$ cat config.mk
export PLATFORM = sky130hd
export DESIGN_NAME = sq_rd_arbiter
export DESIGN_NICKNAME = d
export VERILOG_FILES = /design/src/rtl/sq_rd_arbiter_pkg.sv /design/src/rtl/sq_rd_arbiter.sv
export SDC_FILE = /design/constraint.sdc
export NUM_CORES = 1
export LEC_CHECK = 0
export ABC_AREA = 1
export CORE_AREA = 5 5 368 370
export DETAILED_ROUTE_END_ITERATION = 10
export DIE_AREA = 0 0 373 375
export GPL_ROUTABILITY_DRIVEN = 1
export PLACE_DENSITY = 0.3
export RECOVER_POWER = 50
export SLEW_MARGIN = 20
export SYNTH_ARGS = -nofsm -noshare
export SYNTH_HDL_FRONTEND = slang
export SYNTH_SLANG_ARGS = --single-unit
$ cat constraint.sdc
create_clock -name clk -period 3.25 [get_ports clk]
set_input_delay 0.325 -clock clk [delete_from_list [all_inputs] [get_ports clk]]
set_output_delay 0.325 -clock clk [all_outputs]
set_load 0.01 [all_outputs]
$ cat src/rtl/sq_rd_arbiter_pkg.sv
// Shared sq_rd/cq_rd descriptor type and stream encodings for the read-queue arbiter.
package sq_rd_arbiter_pkg;

   localparam int unsigned OPCODE_BITS = 5;
   localparam int unsigned STRM_BITS   = 2;
   localparam int unsigned DEST_BITS   = 3;
   localparam int unsigned PID_BITS    = 6;
   localparam int unsigned VADDR_BITS  = 48;
   localparam int unsigned LEN_BITS    = 28;

   localparam logic [STRM_BITS-1:0] STRM_CARD = 2'd0;
   localparam logic [STRM_BITS-1:0] STRM_HOST = 2'd1;

   typedef struct packed {
      logic [OPCODE_BITS-1:0] opcode;
      logic [STRM_BITS-1:0]   strm;
      logic [DEST_BITS-1:0]   dest;
      logic [PID_BITS-1:0]    pid;
      logic                   last;
      logic [VADDR_BITS-1:0]  vaddr;
      logic [LEN_BITS-1:0]    len;
   } req_t;

endpackage

$ cat src/rtl/sq_rd_arbiter.sv
// Round-robin sharing of one sq_rd/cq_rd pair among N_REQ stream readers,
// with per-requester outstanding limits and dest-based completion routing.
module sq_rd_arbiter
   import sq_rd_arbiter_pkg::*;
#(
   parameter int unsigned          N_REQ           = 4,
   parameter logic [STRM_BITS-1:0] STRM            = STRM_HOST,
   parameter int unsigned          DEST_BASE       = 0,
   parameter int unsigned          MAX_OUTSTANDING = 4
) (
   input  logic                 clk,
   input  logic                 rst_n,
   input  logic [N_REQ-1:0]     req_valid,
   output logic [N_REQ-1:0]     req_ready,
   input  req_t [N_REQ-1:0]     req_data,
   output logic                 sq_valid,
   input  logic                 sq_ready,
   output req_t                 sq_data,
   input  logic                 cq_valid,
   output logic                 cq_ready,
   input  req_t                 cq_data,
   output logic [N_REQ-1:0]     cpl_valid,
   output req_t [N_REQ-1:0]     cpl_data,
   output logic                 idle,
   output logic                 err_unexpected_cq
);

   localparam int unsigned     CNT_W   = $clog2(MAX_OUTSTANDING + 1);
   localparam int unsigned     PTR_W   = (N_REQ > 1) ? $clog2(N_REQ) : 1;
   localparam logic [CNT_W-1:0] CNT_MAX = CNT_W'(MAX_OUTSTANDING);

   if (DEST_BASE + N_REQ > 8) begin : g_bad_dest_range
      $error("sq_rd_arbiter: DEST_BASE+N_REQ exceeds the 3-bit dest space");
   end

   logic             slot_vld_q, slot_vld_d;
   req_t             slot_q, slot_d;
   logic [PTR_W-1:0] ptr_q, ptr_d;
   logic [CNT_W-1:0] cnt_q [N_REQ];
   logic [CNT_W-1:0] cnt_d [N_REQ];
   logic             err_q, err_d;
   logic             idle_q, idle_d;

   logic             slot_free;
   logic             found;
   logic             accept;
   logic [PTR_W-1:0] win;
   logic [N_REQ-1:0] elig;
   logic [N_REQ-1:0] match;

   // Eligibility and completion dest/strm decode.
   always_comb begin
      elig  = '0;
      match = '0;
      for (int i = 0; i < int'(N_REQ); i++) begin
         elig[i]  = req_valid[i] && (cnt_q[i] < CNT_MAX);
         match[i] = cq_valid && (cq_data.strm == STRM) &&
                    (cq_data.dest == DEST_BITS'(DEST_BASE + 32'(i)));
      end
   end

   // Round-robin search starting one past the last winner.
   always_comb begin
      slot_free = !slot_vld_q || sq_ready;
      found     = 1'b0;
      win       = '0;
      for (int unsigned k = 1; k <= N_REQ; k++) begin
         if (!found && elig[PTR_W'((32'(ptr_q) + k) % N_REQ)]) begin
            found = 1'b1;
            win   = PTR_W'((32'(ptr_q) + k) % N_REQ);
         end
      end
      accept    = slot_free && found;
      req_ready = '0;
      if (accept) begin
         req_ready[win] = 1'b1;
      end
   end

   // Output slot and pointer next state.
   always_comb begin
      slot_vld_d = slot_vld_q;
      slot_d     = slot_q;
      ptr_d      = ptr_q;
      if (accept) begin
         slot_vld_d  = 1'b1;
         slot_d      = req_data[win];
         slot_d.dest = DEST_BITS'(DEST_BASE + 32'(win));
         ptr_d       = win;
      end else if (sq_ready) begin
         slot_vld_d = 1'b0;
      end
   end

   // Outstanding counters; a simultaneous accept and completion cancel out.
   always_comb begin
      err_d  = err_q;
      idle_d = !slot_vld_d;
      for (int i = 0; i < int'(N_REQ); i++) begin
         cnt_d[i] = cnt_q[i];
         if (req_ready[i] && !match[i]) begin
            cnt_d[i] = cnt_q[i] + CNT_W'(1);
         end else if (match[i] && !req_ready[i]) begin
            if (cnt_q[i] != '0) begin
               cnt_d[i] = cnt_q[i] - CNT_W'(1);
            end else begin
               err_d = 1'b1;
            end
         end
         if (cnt_d[i] != '0) begin
            idle_d = 1'b0;
         end
      end
   end

   always_ff @(posedge clk) begin
      if (!rst_n) begin
         slot_vld_q <= 1'b0;
         ptr_q      <= PTR_W'(N_REQ - 1);
         err_q      <= 1'b0;
         idle_q     <= 1'b1;
         for (int i = 0; i < int'(N_REQ); i++) begin
            cnt_q[i] <= '0;
         end
      end else begin
         slot_vld_q <= slot_vld_d;
         ptr_q      <= ptr_d;
         err_q      <= err_d;
         idle_q     <= idle_d;
         for (int i = 0; i < int'(N_REQ); i++) begin
            cnt_q[i] <= cnt_d[i];
         end
      end
   end

   // Descriptor payload needs no reset; its valid qualifies it.
   always_ff @(posedge clk) begin
      slot_q <= slot_d;
   end

   always_comb begin
      for (int i = 0; i < int'(N_REQ); i++) begin
         cpl_data[i] = cq_data;
      end
   end

   assign cpl_valid         = match;
   assign sq_valid          = slot_vld_q;
   assign sq_data           = slot_q;
   assign cq_ready          = 1'b1;
   assign idle              = idle_q;
   assign err_unexpected_cq = err_q;

   a_sq_data_stable: assert property (@(posedge clk) disable iff (!rst_n)
      (sq_valid && !sq_ready) |=> $stable(sq_data));

   a_req_ready_onehot0: assert property (@(posedge clk) $onehot0(req_ready));

endmodule

# Yosys cells after proc, flatten, opt, wreduce, memory -nomap -nowiden
# Memory sizes are Yosys's and may differ from the RTL's.
# Cells that the tools add are included.
# W data, S select, Z words.
# totals
mem_bits_rw	12
word_cells	144
latchBits	0
romBits	0
mem_count	1
output_inout_bits	477
in_bits	473
regBits	97
# classes
n_eq_ne	4
bitwise	4
reduce_logical	45
magnitude_cmp	10
n_mul	0
add_sub_neg	12
mux	57
shift	0
div	0
# mem_list
name	depth	width	read_ports	rd_clocked_by_memory_dff	wr	line_no	rtl
cnt_q	4	3	4	0	4	sq_rd_arbiter.sv:39	logic [CNT_W-1:0] cnt_q [N_REQ];
# op_table
cell	count
$bmux W93 S2	1
$mux W93	1
$mux W3	16
$mux W1	29
$reduce_bool A3 Y1	8
$logic_and A1 B1 Y1	22
$lt A2 B3 Y1 const B	5
$logic_not A1 Y1	13
$add A3 B1 Y3 const B	4
$lt A3 B3 Y1 const B	4
$sub A3 B1 Y3 const B	4
$bmux W1 S2	4
$mux W2	4
$eq A3 B2 Y1 const B	2
$add A2 B1 Y2 const B	2
$add A2 B2 Y2 const B	2
$mux W4	1
$or A1 B1 Y1	4
$eq A3 B1 Y1 const B	1
$logic_not A3 Y1	1
$demux W1 S2	1
$eq A2 B1 Y1 const B	1
$ge A2 B1 Y1 const B	1
$logic_or A1 B1 Y1	1

# Logic depth before layout (Yosys ltp)
# An unclocked memory read counts as a cell.
# logic_depth
depth_word	33
depth_mapped	22
ltp_nobuf	20

# Least setup slack after synthesis
# Ideal clock, no wire load.
# synth_timing
path_kind	reg2reg
start	register ptr_q[0]
end	register idle_q (netlist: idle)
synth_period_minus_slack_ns	2.488
slack_ns	0.762
t_required_ns	3.192
n_path_buf	2
t_arrival_ns	2.430
path_stages_with_launch	22
cell_sequence	dfxtp_1 > buf_6 > inv_6 > nand3_2 > nand2_1 > nand2_1 > nand2_2 > nor2_4 > nand3_2 > nand2_1 > inv_2 > buf_6 > nand2_2 > nor2_4 > nand2_2 > nand3_1 > nand2_1 > nor2_1 > nand2_1 > nor2_1 > nand2_1 > nand2_1
# synth_between
elab_cells_between_ends	63
cone_classes	4 x add/sub; 2 x order compare; 32 x mux; 25 x reduce/logical
# synth_rtl
item	line_no	rtl
from (decl)	sq_rd_arbiter.sv:38	logic [PTR_W-1:0] ptr_q, ptr_d;
from (signal assigned)	sq_rd_arbiter.sv:119	ptr_q <= PTR_W'(N_REQ - 1);
from (signal assigned)	sq_rd_arbiter.sv:127	ptr_q <= ptr_d;
$add A2 B1 Y2	sq_rd_arbiter.sv:68, sq_rd_arbiter.sv:70	
$bmux W1 S2	sq_rd_arbiter.sv:68	if (!found && elig[PTR_W'((32'(ptr_q) + k) % N_REQ)]) begin
$mux W1 (implied by the code)	sq_rd_arbiter.sv:68	
$mux W1	sq_rd_arbiter.sv:68	
$logic_not A1 Y1	sq_rd_arbiter.sv:68	
$logic_and A1 B1 Y1	sq_rd_arbiter.sv:68	
$mux W1	sq_rd_arbiter.sv:68	
$logic_not A1 Y1	sq_rd_arbiter.sv:68	
[... 9 more ...]	--	
$mux W4 *	sq_rd_arbiter.sv:75	if (accept) begin
named net req_ready[2]	sq_rd_arbiter.sv:14	output logic [N_REQ-1:0] req_ready,
$logic_not A1 Y1	sq_rd_arbiter.sv:103	end else if (match[i] && !req_ready[i]) begin
$logic_and A1 B1 Y1	sq_rd_arbiter.sv:103	
$mux W3	sq_rd_arbiter.sv:103	
$mux W3 *	sq_rd_arbiter.sv:101	if (req_ready[i] && !match[i]) begin
$reduce_bool A3 Y1 *	sq_rd_arbiter.sv:110	if (cnt_d[i] != '0) begin
$mux W1 * (2 in a row)	sq_rd_arbiter.sv:110	
to (signal assigned)	sq_rd_arbiter.sv:129	idle_q <= idle_d;
to (decl)	sq_rd_arbiter.sv:42	logic idle_q, idle_d;
# The timed path passes the listed nets; every way through them passes the cells marked *. The select of a mux whose other input is x is not followed.
# A chain may end at the register's enable or synchronous reset.

==> flow_summary_export.csv <==
group,metric,value,unit
outcome,outcome,"complete, no violations",
layout,nets,1733,
clock_network,cts_num_sinks,109,
clock_network,cts_setup_buffers,0,
sta,tightestPinTransition,0.7868,ns
layout,syn_to_final_growth,50.34,%
global_route,grt_pass1_wl,80110,um
clock_network,clock-root-buffer,"clkbuf_16",
die,fp.dieArea,0.1399,mm2
route,antenna_left,0,
sta,skew,0.02099,ns
sta,fin_tns_setup,0,ns
global_route,grt_usage,0.08210,
clock_network,clkLatencyLatePin,0.42,ns
clock_network,cts-resized-gates,1,
sta,hold_viol,0,
layout,fillers,15170,
synthesis,seq_area_frac_synth,0.3276,
global_route,met1_usage,0.07510,
placed_design,placed_cells,3001,
synthesis,ys_top_cells_by_count,"buf_4 (375), nand3_1 (209), nand2_1 (157)",
route,wl,60580,um
route,drc,0,
placed_design,place_hpwl,50860,um
synthesis,synth_edf_count,92,
clock_network,postCtsHoldBufs,0,
critical_path,cp-end-kind,"output port",
synthesis,synth.top_cell.area_share,0.2972,
route,drt-initial-drc-count,371,
die,rows,134,
critical_path,start_kind,"flip-flop",
power_and_ir_drop,p_leak,4.905,nW
clock_network,clk_path_buf_depth,2,
die,die_h,375,um
global_route,busiest_layer,"met2",
synthesis,async_flop_share,0,
layout,drive_above_1_share,0.07046,
die,core-area,0.1323,mm2
global_route,grt_util_met2,0.1480,
sta,grt_setup_unrepaired,"no",
critical_path,crit_type,"flip-flop to output port",
route,vias,8293,
global_route,grt_max_degree,91,
global_route,grt_pass1_vias,8759,
synthesis,synth_area,0.009473,mm2
global_route,use_met3,0.04922,
placed_design,io_buffers,495,
synthesis,ys_ff_latch,109,
synthesis,synthFlopType,"edfxtp_1",
route,route.detailed.wl_per_inst,20.07,um
clock_network,htreeDepth,3,
layout,fin_cells,3018,
clock_network,clk_pin_slew,0.08,ns
synthesis,synth_top_area_cell,"buf_4",
route,via_per_inst,2.748,
synthesis,synth_area_per_cell,8.317,um2
die,die_w,373,um
critical_path,cp_max_fo,6,
power_and_ir_drop,power_density,1016,mW/mm2
die,design.portCount,950,
critical_path,crit_arrival,2.65,ns
synthesis,syn_inst,1139,
route,drt_first_pass_iters,4,
sta,setup_violations,0,
clock_network,cts_buffers,9,
sta,fmaxAchievable,336.5,MHz
sta,fin_crit,2.972,ns
run,maxCapViolations,0,
synthesis,synth_cell_type_count,38,
die,start_util,0.07161,
clock_network,cts_tree,"yes",
synthesis,synth_warnings,0,
power_and_ir_drop,ir_drop,663.0,uV
sta,min_period_over_period,0.9144,
sta,final_max_slew_viol_count,0,
synthesis,yosysMostFrequentCell,"buf_4",
global_route,grt_overflow,0,
sta,slew-limit-headroom,0.4754,
synthesis,synth_area_leaders,"buf_4 (30%), edfxtp_1 (29%), nand3_1 (11%), a22oi_1 (7.1%), nand2_1 (6.2%)",
global_route,antenna_found_initial,3,
critical_path,critPathRequiredTime,2.92,ns
critical_path,worst-r2r-setup-slack,0.42,ns
placed_design,gp_congestion,0.8806,
min_path,hp-class,"flip-flop to flip-flop",
synthesis,syn-num-nets,1628,
-- flip-flops by register name, indices dropped and copies added (netlist names) --
signal,flops
err_unexpected_cq,1
sq_valid,1
idle,1
sq_data,92
cnt_q,12
ptr_q,2
-- stage by stage --
stage          utilization  total power, mW  hold slack (ns)  setup WS [ns]  area, um2
6_report            0.1077            14.47           0.5069         0.2781      14240
3_3_place_gp        0.1051            13.64           0.5191        0.05265      13910
4_1_cts             0.1076            15.08           0.5242        0.04648      14240
3_5_place_dp        0.1051            13.57           0.5090        0.08943      13910
2_1_floorplan            -            8.648           0.3938         0.7624       9473
5_1_grt             0.1076            15.66           0.5456        0.06960      14240
-- worst max-delay path, stage by stage (launching register included) --
cell and delay (ns):
dfxtp_1 0.41, inv_1 0.15, nand3_2 0.12, nand2_1 0.08, nand2_1 0.11, nand2_2 0.09, nor2_4 0.16, nand4_1 0.17
nand3_4 0.19, nand3_4 0.14, inv_2 0.08, clkdlybuf4s50_1 0.55
-- metal layers --
layer  up-vias  routed length (um)
met2       604               30990
met5         -                  46
met1      3880               19310
li1       3714                   -
met4         4                2189
met3        91                8039
-- cells by family after synthesis --
logic type	count (synthesis)	share of synthesized area
simple gates	428	0.2249
fa+ha+maj	16	0.02113
mux	1	0.001057
other cells	2	0.0007928
compound gates	109	0.08255
buf+inv	470	0.3383
xor+xnor	4	0.003698
flops	109	0.3276
-- placed cells by master, fill, tap and decap left out, types with 3 or more instances in the layout --
master	instances
edfxtp_1	92
nor2_4	5
dfxtp_1	16
inv_2	8
nor2_1	20
buf_4	15
nand3_2	6
clkdlybuf4s50_1	492
ha_1	16
inv_1	36
buf_12	10
nand4_1	3
a22oi_1	90
a21oi_1	8
nand3_1	209
clkbuf_16	9
o21ai_0	4
nand2_2	11
xor2_1	4
nand2_1	157
nand3_4	5
-- area by class of cell --
type                       count  area, um2  share of cell area
antenna                        1      2.502           0.0001757
clock buffer                   9      225.2             0.01581
clock inverter                 7      101.3            0.007116
inverter                      46      180.2             0.01265
multi-input combinational    560       3166              0.2223
sequential                   109       3104              0.2180
tap                         1768       2212              0.1553
timing repair buffer         518       5250              0.3687
-- power by group --
part	switching (mW)	total [mW]	internal, mW
sequential	0.309	3.17	2.86
combinational	6.18	9.97	3.78
clock	0.708	1.33	0.626
total	7.20	14.5	7.27
-- worst paths after layout --
check,from,end,depth (start not counted)
min,err_unexpected_cq$_SDFF_PN0_,err_unexpected_cq$_SDFF_PN0_,2
max reg2reg,cnt_q[1][2]$_SDFF_PN0_,sq_data[16]$_DFFE_PN_,12
max,cnt_q[1][2]$_SDFF_PN0_,req_ready[1],11
min reg2reg,err_unexpected_cq$_SDFF_PN0_,err_unexpected_cq$_SDFF_PN0_,2
No activity file was read; power rests on OpenSTA's default activity.
